**config.mk**
```make
export PLATFORM = sky130hd
export DESIGN_NAME = clock_recovery
export DESIGN_NICKNAME = d
export VERILOG_FILES = /design/src/rtl/clks_alot_p.sv /design/src/rtl/common_p.sv /design/src/rtl/clock_recovery.sv
export SDC_FILE = /design/constraint.sdc
export NUM_CORES = 1
export LEC_CHECK = 0
export CAP_MARGIN = 0
export CORE_MARGIN = 2
export CORE_UTILIZATION = 62
export DETAILED_ROUTE_END_ITERATION = 8
export PLACE_DENSITY = 0.82
export SETUP_SLACK_MARGIN = 0.5
export SLEW_MARGIN = 20
export SYNTH_ARGS = -nofsm -noshare
export SYNTH_HDL_FRONTEND = slang
export SYNTH_SLANG_ARGS = --single-unit
```
**constraint.sdc**
```tcl
create_clock -name sys_dom_i -period 4.95 [get_ports sys_dom_i]
set_input_delay 0.99 -clock sys_dom_i [delete_from_list [all_inputs] [get_ports sys_dom_i]]
set_output_delay 0.99 -clock sys_dom_i [all_outputs]
set_load 0.05 [all_outputs]
```
**src/rtl/clks_alot_p.sv**
```systemverilog
// clks_alot_p: types and defaults shared between clock_recovery and
// clock_generation.
//   RATE_COUNTER_WIDTH : default width of phase counters and rate outputs
//   recovered_events_s : one-cycle rising/falling edge pulses of the IO clock
package clks_alot_p;

    localparam int unsigned RATE_COUNTER_WIDTH = 16;

    typedef struct packed {
        logic rising;
        logic falling;
    } recovered_events_s;

endpackage

```
**src/rtl/common_p.sv**
```systemverilog
// common_p: shared clock-domain bundle used by blocks that run on one
// system clock with an asynchronous active-low reset.
//   clk_dom_s.clk   : rising-edge system clock
//   clk_dom_s.rst_n : asynchronous active-low reset
package common_p;

    typedef struct packed {
        logic clk;
        logic rst_n;
    } clk_dom_s;

endpackage

```
**src/rtl/clock_recovery.sv**
```systemverilog
// clock_recovery: measures a pre-synchronized IO clock against the system
// clock, publishes per-edge events, and locks onto stable high/low phase
// lengths.
//
// Ports:
//   sys_dom_i          - system clock (.clk) and async active-low reset (.rst_n)
//   recovery_en_i      - enables edge events, measurement and lock tracking
//   clear_state_i      - synchronous clear of all recovery state (top priority)
//   io_clk_i           - synchronized IO clock level
//   recovered_events_o - .rising/.falling one-cycle pulses per detected edge
//   high_rate_o        - locked high-phase length in system cycles, else 0
//   low_rate_o         - locked low-phase length in system cycles, else 0
//   high_locked_o      - high phase locked
//   low_locked_o       - low phase locked
//   fully_locked_in_o  - both phases locked
//   lock_lost_o        - one-cycle pulse when a lock drops (mismatch/timeout)
module clock_recovery #(
    parameter int unsigned RATE_COUNTER_WIDTH = clks_alot_p::RATE_COUNTER_WIDTH,
    parameter int unsigned LOCK_COUNT         = 4,
    parameter int unsigned TOLERANCE          = 1
) (
    input  common_p::clk_dom_s             sys_dom_i,
    input  logic                           recovery_en_i,
    input  logic                           clear_state_i,
    input  logic                           io_clk_i,
    output clks_alot_p::recovered_events_s recovered_events_o,
    output logic [RATE_COUNTER_WIDTH-1:0]  high_rate_o,
    output logic [RATE_COUNTER_WIDTH-1:0]  low_rate_o,
    output logic                           high_locked_o,
    output logic                           low_locked_o,
    output logic                           fully_locked_in_o,
    output logic                           lock_lost_o
);

    localparam int unsigned W  = RATE_COUNTER_WIDTH;
    localparam int unsigned MW = $clog2(LOCK_COUNT + 1);

    localparam logic [W-1:0]  COUNT_MAX  = '1;
    localparam logic [MW-1:0] MATCH_FULL = MW'(LOCK_COUNT);
    localparam logic [W:0]    TOL_EXT    = (W+1)'(TOLERANCE);

    typedef struct packed {
        logic [W-1:0]  cand;
        logic [MW-1:0] cnt;
        logic          locked;
    } trk_t;

    logic clk;
    logic rst_n;

    assign clk   = sys_dom_i.clk;
    assign rst_n = sys_dom_i.rst_n;

    logic                           io_clk_q,       io_clk_d;
    logic [W-1:0]                   phase_count_q,  phase_count_d;
    logic                           primed_q,       primed_d;
    trk_t                           high_q,         high_d;
    trk_t                           low_q,          low_d;
    clks_alot_p::recovered_events_s events_q,       events_d;
    logic [W-1:0]                   high_rate_q,    high_rate_d;
    logic [W-1:0]                   low_rate_q,     low_rate_d;
    logic                           fully_locked_q, fully_locked_d;
    logic                           lock_lost_q,    lock_lost_d;

    logic active;
    logic rise;
    logic fall;
    logic edge_seen;
    logic timeout;

    // One measurement step of a phase tracker. The difference is taken one
    // bit wider than the counter so it never wraps.
    function automatic trk_t track(input trk_t cur, input logic [W-1:0] m);
        trk_t       nxt;
        logic [W:0] diff;
        nxt  = cur;
        diff = (m >= cur.cand) ? ({1'b0, m} - {1'b0, cur.cand})
                               : ({1'b0, cur.cand} - {1'b0, m});
        if ((cur.cnt != '0) && (diff <= TOL_EXT)) begin
            if (cur.cnt != MATCH_FULL) begin
                nxt.cnt = cur.cnt + MW'(1);
            end
            if (nxt.cnt == MATCH_FULL) begin
                nxt.locked = 1'b1;
            end
        end else begin
            nxt.cand   = m;
            nxt.cnt    = MW'(1);
            nxt.locked = 1'b0;
        end
        return nxt;
    endfunction

    always_comb begin
        // Sampled level always follows the input so re-enabling or leaving
        // clear never sees a stale level as an edge.
        io_clk_d  = io_clk_i;

        active    = recovery_en_i & ~clear_state_i;
        rise      = active &  io_clk_i & ~io_clk_q;
        fall      = active & ~io_clk_i &  io_clk_q;
        edge_seen = rise | fall;
        timeout   = active & ~edge_seen & (phase_count_q == COUNT_MAX);

        phase_count_d = phase_count_q;
        primed_d      = primed_q;
        high_d        = high_q;
        low_d         = low_q;

        if (clear_state_i) begin
            phase_count_d = '0;
            primed_d      = 1'b0;
            high_d        = '0;
            low_d         = '0;
        end else if (recovery_en_i) begin
            if (edge_seen) begin
                // The count at an edge is the length of the phase just ended:
                // a rising edge closes a low phase, a falling edge a high one.
                if (primed_q) begin
                    if (rise) begin
                        low_d = track(low_q, phase_count_q);
                    end else begin
                        high_d = track(high_q, phase_count_q);
                    end
                end
                phase_count_d = W'(1);
                primed_d      = 1'b1;
            end else if (timeout) begin
                // Stalled IO clock: count stays saturated until the next edge,
                // which then only re-primes.
                high_d.cnt    = '0;
                high_d.locked = 1'b0;
                low_d.cnt     = '0;
                low_d.locked  = 1'b0;
                primed_d      = 1'b0;
            end else begin
                phase_count_d = phase_count_q + W'(1);
            end
        end

        events_d.rising  = rise;
        events_d.falling = fall;
        high_rate_d      = high_d.locked ? high_d.cand : '0;
        low_rate_d       = low_d.locked  ? low_d.cand  : '0;
        fully_locked_d   = high_d.locked & low_d.locked;
        lock_lost_d      = ~clear_state_i &
                           ((high_q.locked & ~high_d.locked) |
                            (low_q.locked  & ~low_d.locked));
    end

    always_ff @(posedge clk or negedge rst_n) begin
        if (!rst_n) begin
            io_clk_q       <= 1'b0;
            phase_count_q  <= '0;
            primed_q       <= 1'b0;
            high_q         <= '0;
            low_q          <= '0;
            events_q       <= '0;
            high_rate_q    <= '0;
            low_rate_q     <= '0;
            fully_locked_q <= 1'b0;
            lock_lost_q    <= 1'b0;
        end else begin
            io_clk_q       <= io_clk_d;
            phase_count_q  <= phase_count_d;
            primed_q       <= primed_d;
            high_q         <= high_d;
            low_q          <= low_d;
            events_q       <= events_d;
            high_rate_q    <= high_rate_d;
            low_rate_q     <= low_rate_d;
            fully_locked_q <= fully_locked_d;
            lock_lost_q    <= lock_lost_d;
        end
    end

    assign recovered_events_o = events_q;
    assign high_rate_o        = high_rate_q;
    assign low_rate_o         = low_rate_q;
    assign high_locked_o      = high_q.locked;
    assign low_locked_o       = low_q.locked;
    assign fully_locked_in_o  = fully_locked_q;
    assign lock_lost_o        = lock_lost_q;

endmodule

```
Yosys cells after proc, flatten, opt, wreduce, memory -nomap -nowiden
Index checks and enable logic that the tools add are counted.
{ "op_classes": {"div": 0, "bitwise_logic": 19, "eq_ne": 9, "n_mul": 0, "n_shift": 0, "addsub": 7, "reduce_logical": 10, "n_lt_le_gt_ge": 4, "mux": 46} }
{ "ops": {"columns": ["op", "n"], "rows": [
  ["$mux 16", 10],
  ["$mux 20", 8],
  ["$sub 16x16->17", 4],
  ["$mux 3", 14],
  ["$le 17x1->1 const B", 2],
  ["$mux 17", 2],
  ["$ge 16x16->1", 2],
  ["$mux 4", 6],
  ["$ne 3x3->1 const B", 6],
  ["$add 16x1->16 const B", 1],
  ["$eq 16x16->1 const B", 1],
  ["$and 1x1->1", 11],
  ["$reduce_bool 3->1", 3],
  ["$reduce_and 4->1", 2],
  ["$add 3x1->3 const B", 2],
  ["$eq 3x3->1 const B", 2],
  ["$mux 1", 6],
  ["$not 1->1", 6],
  ["$reduce_and 2->1", 2],
  ["$logic_and 1x1->1", 2],
  ["$or 1x1->1", 2],
  ["$reduce_bool 2->1", 1]
]} }
{ "word_totals": {"inputBits": 5, "latchBits": 0, "register_bits": 94, "ram_bits": 0, "output_inout_bits": 38, "word_cells": 110, "mem_bits_ro": 0, "mem_count": 0} }

Logic depth before layout (Yosys ltp)
Gate-level depths: netlist (run 1).
{ "logic_depth": {"ltp_word": 22, "ltp_mapped": 16, "depth_no_buf": 14} }

Least setup slack after synthesis (run 1)
No wires, ideal clock.
{ "synth_path": {"path_type": "flip-flop to flip-flop", "from": "register phase_count_q[6]", "to": "register high_rate_q[10], in the netlist high_rate_o[10]", "synth_period_minus_slack_ns": 3.743, "stages_incl_launch_ff": 16, "setup_time_ns": 0.123, "path_buffers": 3, "arrival_ns": 3.620, "t_required_ns": 4.827, "path_slack_ns": 1.207, "cell_sequence": "dfrtp_1 inv_1 ha_1 buf_2 nand3_1 or4_1 o21ai_2 inv_1 nand2_2 mux2_1 a221o_1 o41ai_2 buf_6 buf_12 mux2i_1 nor2_1"} }
{ "synth_between": {"elab_chain_cells": 11, "word_cells_on_any_way": 18, "classes_between": "add/sub: 2; order compare: 2; eq/ne: 1; mux: 11; bitwise: 1; reduce/logical: 1"} }
{ "synth_lines": {"columns": ["item", "line", "text"], "rows": [
  ["from (decl)", "clock_recovery.sv:55", "logic [W-1:0] phase_count_q, phase_count_d;"],
  ["from (signal assigned)", "clock_recovery.sv:165", "phase_count_q <= phase_count_d;"],
  ["$sub 16x16->17 (tied with other cells)", "clock_recovery.sv:78", ": ({1'b0, cur.cand} - {1'b0, m});"],
  ["$mux 17", "clock_recovery.sv:77", "diff = (m >= cur.cand) ? ({1'b0, m} - {1'b0, cur.cand})"],
  ["$le 17x1->1", "clock_recovery.sv:79", "if ((cur.cnt != '0) && (diff <= TOL_EXT)) begin"],
  ["$logic_and 1x1->1", "clock_recovery.sv:79", null],
  ["$mux 16 / $mux 4 (equally long branches)", "clock_recovery.sv:79", null],
  ["$mux 20", "clock_recovery.sv:120", "if (rise) begin"],
  ["$mux 20", "clock_recovery.sv:119", "if (primed_q) begin"],
  ["$mux 16 / $mux 4 (equally long branches)", "clock_recovery.sv:116", "if (edge_seen) begin"],
  ["$mux 20 *", "clock_recovery.sv:115", "end else if (recovery_en_i) begin"],
  ["$mux 20 *", "clock_recovery.sv:110", "if (clear_state_i) begin"],
  ["$mux 16 *", "clock_recovery.sv:143", "high_rate_d = high_d.locked ? high_d.cand : '0;"],
  ["named net high_rate_d[10]", "clock_recovery.sv:60", "logic [W-1:0] high_rate_q, high_rate_d;"],
  ["to (signal assigned)", "clock_recovery.sv:170", "high_rate_q <= high_rate_d;"],
  ["to (decl)", "clock_recovery.sv:60", null]
]} }
Mark *: on every way through the listed nets, which the timed path passes. The rest lies on a longest branch. The select of a mux whose other input is x is not followed.
A chain may end at the register's enable or synchronous reset.

Worst setup path after layout (run 1)
{ "layout_path": {"from": "register phase_count_q[7]", "to": "register low_rate_q[9], in the netlist low_rate_o[9]"} }
{ "layout_between": {"elab_chain_cells": 11, "word_cells_on_any_way": 18, "classes_between": "add/sub: 2; order compare: 2; eq/ne: 1; mux: 11; bitwise: 1; reduce/logical: 1"} }
{ "layout_lines": {"columns": ["item", "line", "text"], "rows": [
  ["$sub 16x16->17 (tied with other cells)", "clock_recovery.sv:78", null],
  ["$mux 17", "clock_recovery.sv:77", null],
  ["$le 17x1->1", "clock_recovery.sv:79", null],
  ["$logic_and 1x1->1", "clock_recovery.sv:79", null],
  ["$mux 16 / $mux 4 (equally long branches)", "clock_recovery.sv:79", null],
  ["$mux 20", "clock_recovery.sv:120", null],
  ["$mux 20", "clock_recovery.sv:119", null],
  ["$mux 16 / $mux 4 (equally long branches)", "clock_recovery.sv:116", null],
  ["$mux 20 *", "clock_recovery.sv:115", null],
  ["$mux 20 *", "clock_recovery.sv:110", null],
  ["$mux 16 *", "clock_recovery.sv:144", "low_rate_d = low_d.locked ? low_d.cand : '0;"],
  ["named net low_rate_d[9]", "clock_recovery.sv:61", "logic [W-1:0] low_rate_q, low_rate_d;"],
  ["to (signal assigned)", "clock_recovery.sv:171", "low_rate_q <= low_rate_d;"],
  ["to (decl)", "clock_recovery.sv:61", null]
]} }
Marked as above.

==> impl_metrics.tcl, run 1 <==
set metrics [dict create \
    ys_warn_count 0 \
    path_cells "inv_1, ha_1, or2_0, a31oi_4, nor2_2, o31ai_4, nand2_2, mux2_4, nor4_2, and3_1, buf_4, a31oi_2, buf_4, a211oi_2" \
    final-max-slew-violation-count 0 \
    max_freq_ghz 0.227 \
    drtAntennaViolNets 0 \
    pin_count 43 \
    leakage_uw 0.00428 \
    status "finished with violations" \
    dieArea_um2 14100 \
    fp.coreArea_um2 12700 \
    failed_checks "hold timing" \
    hold_path_class "clk -> async" \
    path_clk_slew_ns 0.08 \
    ys_types 87 \
    fin_skew_ns 0.0110 \
    rows 41 \
    synth.avg_cell_area_um2 8.46 \
    fillers 943 \
    gp_congestion 0.974 \
    vias 7967 \
    startpoint_type "flip-flop" \
    crit_path_end_kind "flip-flop" \
    path_depth 14 \
    arrival_ns 4.66 \
    final_nets 1070 \
    cp_common_cell "buf_4" \
    setup_viol_count_final 0 \
    final_common_cell "nor2_1" \
    tightest_slew_ns 0.852 \
    synth_seq_cells 94 \
    power_per_cell_area_nw_per_um2 317 \
    synth_ff_type "dfrtp_1" \
    synth_nets 1042 \
    hold_violations 94 \
    crit_family "compound AO/OA/AOI/OAI gates" \
    dieWidth_um 119 \
    cts_tree "built" \
    drt_wl_total_mm 25.2 \
    drc_errors 0 \
    via_per_inst 6.77 \
    drive_above_1_share_pct 10.3 \
    final_cell_mix "nor2_1 (97), dfrtp_1 (91), inv_1 (79), a21oi_1 (74), ha_1 (60)" \
    wl_per_cell_um 21.4 \
    slew_headroom_pct 42.7 \
    timing.final.crit_share_pct 89.1 \
    antenna_found_initial 1 \
    drtIter0Drc 1121 \
    cap_violations 0 \
    clk_latency_ns 0.36 \
    grt_pass1_vias 7629 \
    synth_edf_count 0 \
    reg2reg_depth 14 \
    place.detailed.hpwl_mm 16.8 \
    grt_overflow 0 \
    cpMaxStageDelayCell "dfrtp_1" \
    hold_slack_ns -0.328 \
    start_util_pct 64.1 \
    grt_pass1_wl_mm 39.6 \
    io_buffers 41 \
    rsz0062_at_grt "no" \
    diodes 0 \
    ctsHoldBuffers 0 \
    die_y_um 119 \
    synth.cell_area_um2 8150 \
    critPathMaxStageDelay_ns 0.50 \
    track_usage_pct 36.3 \
    vdd.ir_drop.worst_mv 0.250 \
    synth_cells 964 \
    cp.buffers_inverters 3 \
    grt_max_degree 40 \
    area_growth_pct 16.4 \
    worst-path-max-fanout 18 \
    async_flop_share_pct 100 \
    crit_type "reg -> reg" \
    seq_area_frac_synth_pct 28.9 \
    setup-tns-final_ns 0 \
    firstDrtPassIters 5 \
    period_needed_ns 4.41 \
    worstPathRequired_ns 5.20 \
]
==> stage by stage <==
stage | power [uW] | area [um^2] | instances | setup slack (ns) | utilization (%)
2_1_floorplan | 1140 | 8150 | 964 | 1.21 | -
3_3_place_gp | 1250 | 8620 | 1142 | 0.345 | 67.8
3_5_place_dp | 1250 | 8620 | 1142 | 0.376 | 67.8
4_1_cts | 3020 | 9350 | 1174 | 0.529 | 73.5
5_1_grt | 3160 | 9490 | 1176 | 0.389 | 74.6
6_report | 3000 | 9490 | 1176 | 0.541 | 74.6
==> routing by layer <==
metal	track usage, %	wire length (um)	up-vias
li1	-	-	3602
met1	46.1	10400	3782
met2	53.7	11500	493
met3	11.3	2180	90
met4	22.3	1140	0
met5	0	0	-
==> sequential cells by signal (all words and copies together) (netlist names), 2 cells and up <==
name,cells
low_rate_o,16
high_q,19
recovered_events_o,2
low_q,19
high_rate_o,16
phase_count_q,16
==> worst reg2reg max path, stage by stage, from the launching register on <==
cell	delay, ns
dfrtp_1	0.50
inv_1	0.17
ha_1	0.44
or2_0	0.29
a31oi_4	0.30
nor2_2	0.10
o31ai_4	0.45
nand2_2	0.14
mux2_4	0.33
nor4_2	0.34
and3_1	0.25
buf_4	0.29
a31oi_2	0.18
buf_4	0.25
a211oi_2	0.29
==> cell usage after synthesis (6+ instances only) <==
cell	instances	area share, %
nor2b_1	15	1.2
nand4_1	15	1.2
nor3_1	24	1.5
and3_1	13	1.0
o21ai_0	46	2.8
o211ai_1	25	2.3
nor4_1	7	0.54
a32oi_1	17	1.8
nand3_1	20	1.2
a211oi_1	20	1.8
a21oi_1	74	4.5
dfrtp_1	94	29
xnor2_1	24	2.6
a221oi_1	6	0.64
nand2b_1	8	0.61
nor2_1	98	4.5
xor2_1	8	0.86
inv_1	79	3.6
mux2i_1	19	2.3
buf_4	7	0.64
o31ai_1	8	0.74
ha_1	69	11
and2_1	9	0.69
buf_2	18	1.1
a31oi_1	10	0.77
clkbuf_1	22	1.0
or3_1	8	0.61
nand2_1	51	2.3
a211oi_2	9	1.4
a21o_1	26	2.4
==> logic make-up after synthesis <==
logic type                 synth area share (%)
AOI/OAI and AO/OA                          28.0
and+or+nand+nor                            17.9
buffers and inverters                      7.40
DFF                                        28.9
adders and majority gates                  11.6
xor gates and xnor gates                   3.44
muxes                                      2.79
==> final timing paths <==
path                                              startpoint                 endpoint  slack, ns
worst max-delay path            phase_count_q[7]$_DFFE_PN0P_  low_rate_o[9]$_DFF_PN0_       0.54
worst min-delay path                            sys_dom_i[0]     high_q[16]$_DFF_PN0_      -0.33
worst max register to register  phase_count_q[7]$_DFFE_PN0P_  low_rate_o[9]$_DFF_PN0_       0.54
worst min register to register         high_q[2]$_DFFE_PN0P_    high_q[2]$_DFFE_PN0P_       0.54
max in group asynchronous                       sys_dom_i[0]       low_q[8]$_DFF_PN0_       5.13
min in group sys_dom_i                 high_q[2]$_DFFE_PN0P_    high_q[2]$_DFFE_PN0P_       0.54
==> report_power, final <==
group	internal (uW)	switching (uW)
Sequential	755	5.62
Clock	940	795
Combinational	182	327
Total	1880	1130
==> layout make-up <==
class,instances,area (um^2),area share [%]
multi-input cells,737,5330,56.1
flip-flops and latches,94,2360,24.8
repair buffers,62,593,6.25
clock buffers,19,464,4.89
inverters,79,297,3.12
clock inverters,13,239,2.52
well taps,172,215,2.27
==> what timing repair did <==
| item | CTS | global route |
|---|---|---|
| endpoints found under the setup margin | 32 | 53 |
| buffers inserted | 0 | 2 |
| pin swaps | 0 | 2 |
| resized for setup | 7 | 24 |
Power figures use the tool's default switching activity.
==> inputs of run 2 (changes only) <==
--- a/config.mk
+++ b/config.mk
@@ -9,4 +9,5 @@
 export CORE_MARGIN = 2
 export CORE_UTILIZATION = 62
+export CTS_CLUSTER_DIAMETER = 30
 export DETAILED_ROUTE_END_ITERATION = 8
 export PLACE_DENSITY = 0.82
==> constraint.sdc (replaced) <==
create_clock -name sys_dom_i -period 4.95 [get_ports sys_dom_i]
set_input_delay 0.99 -clock sys_dom_i [delete_from_list [all_inputs] [get_ports sys_dom_i]]
set_output_delay 0.99 -clock sys_dom_i [all_outputs]
set_load 0.1 [all_outputs]
==> results of run 2 <==
The final DEF is identical to that of run 1. Status: finished with violations: hold timing.
Main changes from that run: total power 3000 uW -> 3010 uW
==> inputs of run 3 (changes only) <==
Settings changed: CELL_PAD_IN_SITES_DETAIL_PLACEMENT from default to 1, CELL_PAD_IN_SITES_GLOBAL_PLACEMENT from default to 2, CORE_UTILIZATION 62 to 38, PLACE_DENSITY 0.82 to default, PLACE_DENSITY_LB_ADDON from default to 0.1.
==> impl_metrics.tcl, run 3 (same netlist as run 1, synthesis figures left out) <==
set metrics [dict create \
    hold_violations 94 \
    path_cells "inv_1, ha_1, buf_4, nand4_1, or4_1, and2_4, a221oi_1, o21ai_0, a211oi_2, or2_1, buf_4, a31oi_2, buf_4, a211oi_2" \
    r2r_start "phase_count_q[6]$_DFFE_PN0P_" \
    die_y_um 150 \
    crit_family "compound AO/OA/AOI/OAI gates" \
    final_nets 1080 \
    r2r_slack_ns 0.71 \
    area_growth_pct 18.4 \
    cts_tree "built" \
    gp_congestion 0.863 \
    path_depth 14 \
    rsz0062_at_grt "no" \
    fin_skew_ns 0.00648 \
    cpMaxStageDelayCell "or4_1" \
    setup_viol_count_final 0 \
    tightest_slew_ns 0.997 \
    final_common_cell "nor2_1" \
    cap_violations 0 \
    track_usage_pct 26.4 \
    final_cell_mix "nor2_1 (98), dfrtp_1 (93), inv_1 (79), a21oi_1 (72), ha_1 (56)" \
    dpl-instance-area_um2 8810 \
    power_per_cell_area_nw_per_um2 301 \
    start_util_pct 38.8 \
    arrival_ns 4.48 \
    fin_ws_ns 0.710 \
    grt_max_degree 40 \
    place.detailed.hpwl_mm 21.0 \
    cp.buffers_inverters 4 \
    antenna_found_initial 1 \
    dieWidth_um 150 \
    worst-path-max-fanout 18 \
    reg_top3 "high_q (19), low_q (19)" \
    r2r-end "low_rate_o[7]$_DFF_PN0_" \
    grt_pass1_wl_mm 45.4 \
    path_clk_slew_ns 0.07 \
    timing.final.crit_share_pct 85.7 \
    grt_pass1_vias 8378 \
    failed_checks "hold timing" \
    fillers 2443 \
    status "finished with violations" \
    fp.coreArea_um2 21000 \
    setup-tns-final_ns 0 \
    leakage_uw 0.00430 \
    startpoint_type "flip-flop" \
    period_needed_ns 4.24 \
    max_freq_ghz 0.236 \
    drc_errors 0 \
    wl_per_cell_um 22.3 \
    drt_wl_total_mm 28.7 \
    ctsHoldBuffers 0 \
    vias 7771 \
    firstDrtPassIters 7 \
    reg2reg_depth 14 \
    grt_overflow 0 \
    final-max-slew-violation-count 0 \
    drtAntennaViolNets 0 \
    rows 53 \
    hold_slack_ns -0.327 \
    io_buffers 41 \
    slew_headroom_pct 33.3 \
    via_per_inst 6.03 \
    drtIter0Drc 452 \
    vdd.ir_drop.worst_mv 0.197 \
    crit_path_end_kind "flip-flop" \
    dieArea_um2 22600 \
    clk_latency_ns 0.36 \
    cp_common_cell "buf_4" \
    pin_count 43 \
    hold_path_class "clk -> async" \
    drive_above_1_share_pct 11.3 \
    dpl_worst_slack_ns 0.446 \
    crit_type "reg -> reg" \
    critPathMaxStageDelay_ns 0.51 \
    diodes 0 \
    design_area_um2 9650 \
    worstPathRequired_ns 5.19 \
]
-- run 3: repair_timing --
action,in CTS,in global routing
setup buffers,0,4
setup endpoints to repair,32,54
pin swaps,0,3
resized for setup,2,34
-- run 3: cell type report --
| cell class | instances | area (um^2) | share of cell area [%] |
|---|---|---|---|
| multi-input combinational | 737 | 5360 | 55.5 |
| sequential | 94 | 2350 | 24.4 |
| timing repair buffer | 72 | 654 | 6.78 |
| clock buffer | 19 | 464 | 4.81 |
| tap | 275 | 344 | 3.56 |
| inverter | 79 | 297 | 3.07 |
| clock inverter | 13 | 179 | 1.85 |
-- run 3: where the power goes --
part           internal, uW  switching (uW)
Sequential              755            5.27
Combinational           190             358
Clock                   829             772
Total                  1770            1130
-- run 3: routing by layer --
metal | vias up | part of all wire, % | track usage (%)
met4 | 0 | 1.4 | 9.72
met3 | 35 | 4.1 | 7.61
met1 | 3935 | 46 | 33.5
met5 | - | 0 | 0
li1 | 3611 | - | -
met2 | 190 | 48 | 42.7
-- run 3: worst max-delay path by stage --
stage	start	endpoint	slack (ns)
2_1_floorplan	phase_count_q[6]$_DFFE_PN0P_	high_rate_o[10]$_DFF_PN0_	1.21
3_3_place_gp	clear_state_i	low_rate_o[7]$_DFF_PN0_	0.62
3_5_place_dp	phase_count_q[6]$_DFFE_PN0P_	high_rate_o[14]$_DFF_PN0_	0.45
4_1_cts	phase_count_q[10]$_DFFE_PN0P_	low_rate_o[6]$_DFF_PN0_	0.52
5_1_grt	phase_count_q[6]$_DFFE_PN0P_	low_rate_o[5]$_DFF_PN0_	0.51
6_report	phase_count_q[6]$_DFFE_PN0P_	low_rate_o[7]$_DFF_PN0_	0.71
-- run 3: worst register-to-register path, stage by stage, from the launching register on --
cell      delay (ns)
dfrtp_1         0.50
inv_1           0.21
ha_1            0.34
buf_4           0.18
nand4_1         0.22
or4_1           0.51
and2_4          0.25
a221oi_1        0.29
o21ai_0         0.21
a211oi_2        0.25
or2_1           0.14
buf_4           0.29
a31oi_2         0.17
buf_4           0.24
a211oi_2        0.32
-- run 3: through the flow --
step | cells | total power (uW) | util [%]
after detailed placement | 1253 | 1300 | 41.9
after CTS | 1285 | 2940 | 45.0
after global routing | 1289 | 3080 | 45.9
after global placement | 1253 | 1290 | 41.9
after floorplan | 964 | 1140 | -
final | 1289 | 2910 | 45.9
